[config.mk]
export PLATFORM = sky130hd
export DESIGN_NAME = la_rstseq
export DESIGN_NICKNAME = d
export VERILOG_FILES = /design/src/rtl/la_rstseq_pkg.sv /design/src/rtl/la_rstseq_cnt.sv /design/src/rtl/la_rstseq.sv
export SDC_FILE = /design/constraint.sdc
export NUM_CORES = 1
export LEC_CHECK = 0
export ABC_AREA = 1
export CAP_MARGIN = 20
export CORE_ASPECT_RATIO = 1.75
export CORE_UTILIZATION = 35
export DETAILED_ROUTE_END_ITERATION = 7
export GPL_TIMING_DRIVEN = 1
export HOLD_SLACK_MARGIN = 0.15
export SLEW_MARGIN = 20
export SYNTH_ARGS = -nofsm -noshare
export SYNTH_HDL_FRONTEND = slang
export SYNTH_HIERARCHICAL = 1
export SYNTH_SLANG_ARGS = --single-unit
[constraint.sdc]
create_clock -name clk -period 2.25 [get_ports clk]
set_input_delay 0.45 -clock clk [delete_from_list [all_inputs] [get_ports clk]]
set_output_delay 0.45 -clock clk [all_outputs]
set_load 0.01 [all_outputs]
[src/rtl/la_rstseq_pkg.sv]
// la_rstseq_pkg: shared state encoding for the reset sequencer.
package la_rstseq_pkg;
  localparam int SW = 2;
  typedef enum logic [SW-1:0] {
    ASSERT  = 2'd0,
    RELEASE = 2'd1,
    DONE    = 2'd2
  } state_e;
endpackage

[src/rtl/la_rstseq_cnt.sv]
// la_rstseq_cnt: dwell counter with terminal compare against HOLD (ASSERT) or DELAY (RELEASE).
module la_rstseq_cnt
  import la_rstseq_pkg::*;
#(
  parameter int CW    = 8,
  parameter int HOLD  = 8,
  parameter int DELAY = 16
) (
  input  logic   clk,
  input  logic   rst,
  input  logic   restart_i,
  input  state_e state_i,
  output logic   tc_o
);
  if ((2 ** CW) <= HOLD || (2 ** CW) <= DELAY) begin : g_cw_chk
    $error("la_rstseq_cnt: CW too small for HOLD/DELAY");
  end
  logic [CW-1:0] cnt_q, cnt_d;
  // a restart edge is itself edge 0 of the new dwell, so it loads 1 rather than 0
  always_comb cnt_d = restart_i ? CW'(1) : (state_i == DONE ? cnt_q : cnt_q + 1'b1);
  assign tc_o = cnt_q == (state_i == RELEASE ? CW'(DELAY) : CW'(HOLD));
  always_ff @(posedge clk) begin
    if (rst) cnt_q <= '0;
    else cnt_q <= cnt_d;
  end
endmodule

[src/rtl/la_rstseq.sv]
// la_rstseq: releases N active-low domain resets in order after HOLD cycles, DELAY apart.
module la_rstseq
  import la_rstseq_pkg::*;
#(
  parameter int N     = 4,
  parameter int HOLD  = 8,
  parameter int DELAY = 16,
  parameter int CW    = 8
) (
  input  logic         clk,
  input  logic         rst,
  input  logic         req,
  output logic [N-1:0] nrst_out,
  output logic         busy,
  output logic         done
);
  localparam int IW = N > 1 ? $clog2(N) : 1;
  state_e state_q, state_d;
  logic [IW-1:0] idx_q, idx_d;
  logic [N-1:0] nrst_q, nrst_d;
  logic busy_q, done_q, done_d, restart, tc;
  la_rstseq_cnt #(.CW(CW), .HOLD(HOLD), .DELAY(DELAY)) u_cnt (
    .clk       (clk),
    .rst       (rst),
    .restart_i (restart),
    .state_i   (state_q),
    .tc_o      (tc)
  );
  always_comb begin
    state_d = state_q;
    idx_d   = idx_q;
    nrst_d  = nrst_q;
    done_d  = done_q;
    restart = 1'b0;
    case (state_q)
      ASSERT: begin
        restart = req | tc;
        if (!req && tc) begin
          nrst_d  = N'(1);
          state_d = (N == 1) ? DONE : RELEASE;
          done_d  = (N == 1);
        end
      end
      RELEASE: begin
        restart = req | tc;
        if (req) begin
          nrst_d  = '0;
          idx_d   = '0;
          state_d = ASSERT;
        end else if (tc) begin
          // thermometer shift keeps lower domains released
          nrst_d = (nrst_q << 1) | N'(1);
          idx_d  = idx_q + 1'b1;
          if (idx_d == IW'(N - 1)) begin
            state_d = DONE;
            done_d  = 1'b1;
          end
        end
      end
      DONE: begin
        restart = req;
        if (req) begin
          nrst_d  = '0;
          idx_d   = '0;
          done_d  = 1'b0;
          state_d = ASSERT;
        end
      end
      default: state_d = ASSERT;
    endcase
  end
  always_ff @(posedge clk) begin
    if (rst) begin
      state_q <= ASSERT;
      idx_q   <= '0;
      nrst_q  <= '0;
      busy_q  <= 1'b1;
      done_q  <= 1'b0;
    end else begin
      state_q <= state_d;
      idx_q   <= idx_d;
      nrst_q  <= nrst_d;
      busy_q  <= !done_d;
      done_q  <= done_d;
    end
  end
  assign nrst_out = nrst_q;
  assign busy     = busy_q;
  assign done     = done_q;
endmodule

==> summary.md <==
| Metric | Value |
|---|---|
| Outcome | complete, no violations |
| Reg area | 360 um2 |
| Mapped Nets | 168 |
| Crit start category | flip-flop |
| Top cell by count, worst path | a21oi_1 |
| DR pass1 iterations | 4 |
| CTS tree | yes |
| Sw frac | a little over two fifths |
| Most frequent cell after synthesis | nand2_1 |
| # setup viols final | 0 |
| Sequential power share | between 30% and 40% |
| Multi-input gate area | 633 um2 |
| Avg Inst Size Synth | 6.88 um2 |
| Antenna viol nets, final | 0 |
| Clock Sinks | 18 |
| GRT Total Usage | 16.0% |
| Hold Path Class | flip-flop to flip-flop |
| Critical Path End Type | flip-flop |
| Final WL | ~2300 um |
| Synthesized cell area | around 0.0011 mm2 |
| Register area share after synthesis | 33.1% |
| Worst R2R Setup Slack | between 0.3 and 0.4 ns |
| DIE AREA | 0.00334 mm2 |
| Dpl ws | around 0.29 ns |
| Die W | ~44 um |
| # Post-CTS Setup Buffers | 0 |
| Initial antenna violation count | 0 |
| Peak VDD IR | about 0.72 mV |
| Fin. Hold Viols | 0 |
| GR Overflow Total | 0 |
| Critical Path, Cell by Cell | inv_1 -> ha_1 -> nand3_1 -> a21oi_1 -> nor2_2 -> a211oi_1 -> nor2_1 -> o21ai_0 -> a21oi_1 |
| Area grow syn2layout | 15.7% |
| P_leak | roughly 0.55 nW |
| Initial Utilization | approximately 37% |
| Hold_buf cts | 0 |
| Synthesized instance count | roughly 160 |
| Synth area leaders | dfxtp_1, nand2_1, nor2_1, ha_1, nand3_1 |
| RR Startpoint | u_cnt/cnt_q[0] |
| Slew HR | between 60% and 70% |
| Number of global-route vias before repair | about 1000 |
| Data required time at the worst endpoint | around 2.4 ns |
| Switch Pwr | slightly below 0.7 mW |
| Comb power frac | between 50% and 60% |
| Area post-placement | between 0.001 and 0.0015 mm2 |
| Clock Path Buffers | 2 |
| Post-layout worst setup margin | ~0.33 ns |
| Worst slew pin tran | 0.502 ns |
| EDFF count, synth | 0 |
| Ys Warns | 6 |
| CORE AREA | a little under 0.003 mm2 |
| Largest area contributor in the netlist | dfxtp_1 |
| Max FO, Critical Path | 6 |
| Latest clock arrival within the worst-skew pair | ~0.25 ns |
| Asr flop ratio synth | 0% |
| Finished Cell Area | between 0.001 and 0.0015 mm2 |
| Number of max-cap violations | 0 |
| Worst Setup SP | u_cnt/cnt_q[0] |
| Clock buffer count from CTS | 3 |
| Vias per cell | approximately 5.2 |
| IO Port Bufs | 8 |
| Clock slew seen by the registers of the worst setup and hold paths | roughly 0.070 ns |
| Arrival time worst endpoint | about 2.1 ns |
| Fin util | 42.9% |
| Cell variety after synth | 23 |
| I/O pin count | 9 |
| Detailed Route Iter0 Violations | 22 |
| Commonest cells in the netlist | nand2_1, nor2_1, dfxtp_1, inv_1, nand3_1 |
| # DRC | 0 |
| Crit-path max cell delay | 0.41 ns |
| Detailed Place HPWL | ~1900 um |
| Clock power share | between 15 and 20% |
| Flops & latches, synth | 18 |
| Yosys top cell area share | 33.1% |
| Pwr per Cell Area | between 1000 and 1500 mW/mm2 |
| Setup TNS | 0 ns |
| Most used DFF post-synth | dfxtp_1 |
| Peak Freq | between 500 and 600 MHz |
| Unrepaired setup endpoints after global routing | false |
| HP Start | nrst_out[3] |
| Final period utilization | between 80% and 90% |
| Slowest cell on crit path | a21oi_1 |
| Die Y | ~76 um |
| Share of cells above drive strength 1 | 15.3% |
| Placer Congestion | between 0.8 and 0.9 |
| Final Skew | around 0.0054 ns |
| Internal | between 0.8 and 0.9 mW |
| Min Tclk post-route | ~1.9 ns |
| Routed via count | 1020 |
| Number of fill cells in the layout | about 310 |
| CTS H-tree lvls | 1 |
| DR WL/cell | between 10 and 15 um |
| # nets final | 181 |
| Setup CP Type | flip-flop to flip-flop |
| First-pass GRT wire length | slightly below 4000 um |
| CTS root buf | clkbuf_8 |
| Pin count of the biggest net entering global routing | 11 |
| Antenna Cells | 0 |
| Cell Rows | 26 |
| Max-slew violations | 0 |
| CTS resizes | 0 |
==> stage by stage <==
step / cells / total power [mW] / hold WS [ns]
3_5_place_dp: 194 / 1.31 / 0.479
3_3_place_gp: 194 / 1.29 / 0.466
5_1_grt: 198 / 1.72 / 0.523
4_1_cts: 198 / 1.58 / 0.489
2_1_floorplan: 158 / 1.10 / 0.451
6_report: 198 / 1.56 / 0.489
==> routing by layer <==
metal / track usage (%) / part of all wire, % / up-vias
met1: 14.2 / 39 / 479
li1: - / - / 527
met3: 2.37 / 1.2 / 6
met4: 10.4 / 2.4 / 0
met5: 0 / 0 / -
met2: 31.7 / 58 / 8
==> worst max-delay path, delay by kind of cell (launching register included) <==
family	cells	cell delay [ns]
AOI/OAI and AO/OA	4	0.85
and+or+nand+nor	3	0.38
DFF	1	0.34
adders and majority gates	1	0.15
buffers and inverters	1	0.08
==> state kept, by name, indices dropped and copies added, names as in the netlist, named ones only <==
signal	count
u_cnt/cnt_q	8
nrst_out	4
idx_q	2
state_q	2
busy	1
==> power by group through the flow <==
stage                     combinational (mW)  sequential [mW]  clock, mW
after detailed placement               0.815            0.498          0
after CTS                              0.819            0.492      0.274
final                                  0.808            0.488      0.260
after global placement                 0.801            0.490          0
after floorplan                        0.600            0.496          0
after global routing                   0.934            0.501      0.288
==> layout make-up <==
cell class                      instances  area share, %
Timing Repair Buffer                    8           6.37
Sequential cell                        18           28.7
Inverter                               25           7.46
Clock buffer                            4           4.38
Multi-Input combinational cell        115           50.3
Tap cell                               28           2.79
==> logic make-up after synthesis <==
group | Yosys count | synth area share, %
fa+ha+maj | 7 | 8.05
flops | 18 | 33.1
compound gates | 20 | 10.9
simple gates | 88 | 39.2
buf+inv | 25 | 8.63
==> placed cells by master (no fill, tap or decap), types with 2 or more instances in the layout <==
cell type,synthesis,routed
inv_2,6,6
ha_1,7,7
o21ai_1,2,2
nor2_4,3,3
clkbuf_8,0,4
nand2_1,29,29
a21oi_2,3,3
dfxtp_1,18,18
nand2_2,2,2
nand4_1,2,2
inv_1,18,18
clkdlybuf4s50_1,0,8
nand2_4,3,3
a21oi_1,9,9
nor2_2,3,3
nor2_1,27,27
o21ai_0,3,3
nand3_1,16,16
==> final timing paths <==
check,end,depth (start not counted)
max,u_cnt/cnt_q[1],9
min,nrst_out[3],2
max reg2reg,u_cnt/cnt_q[1],9
min reg2reg,nrst_out[3],2
Power figures use the tool's default switching activity.
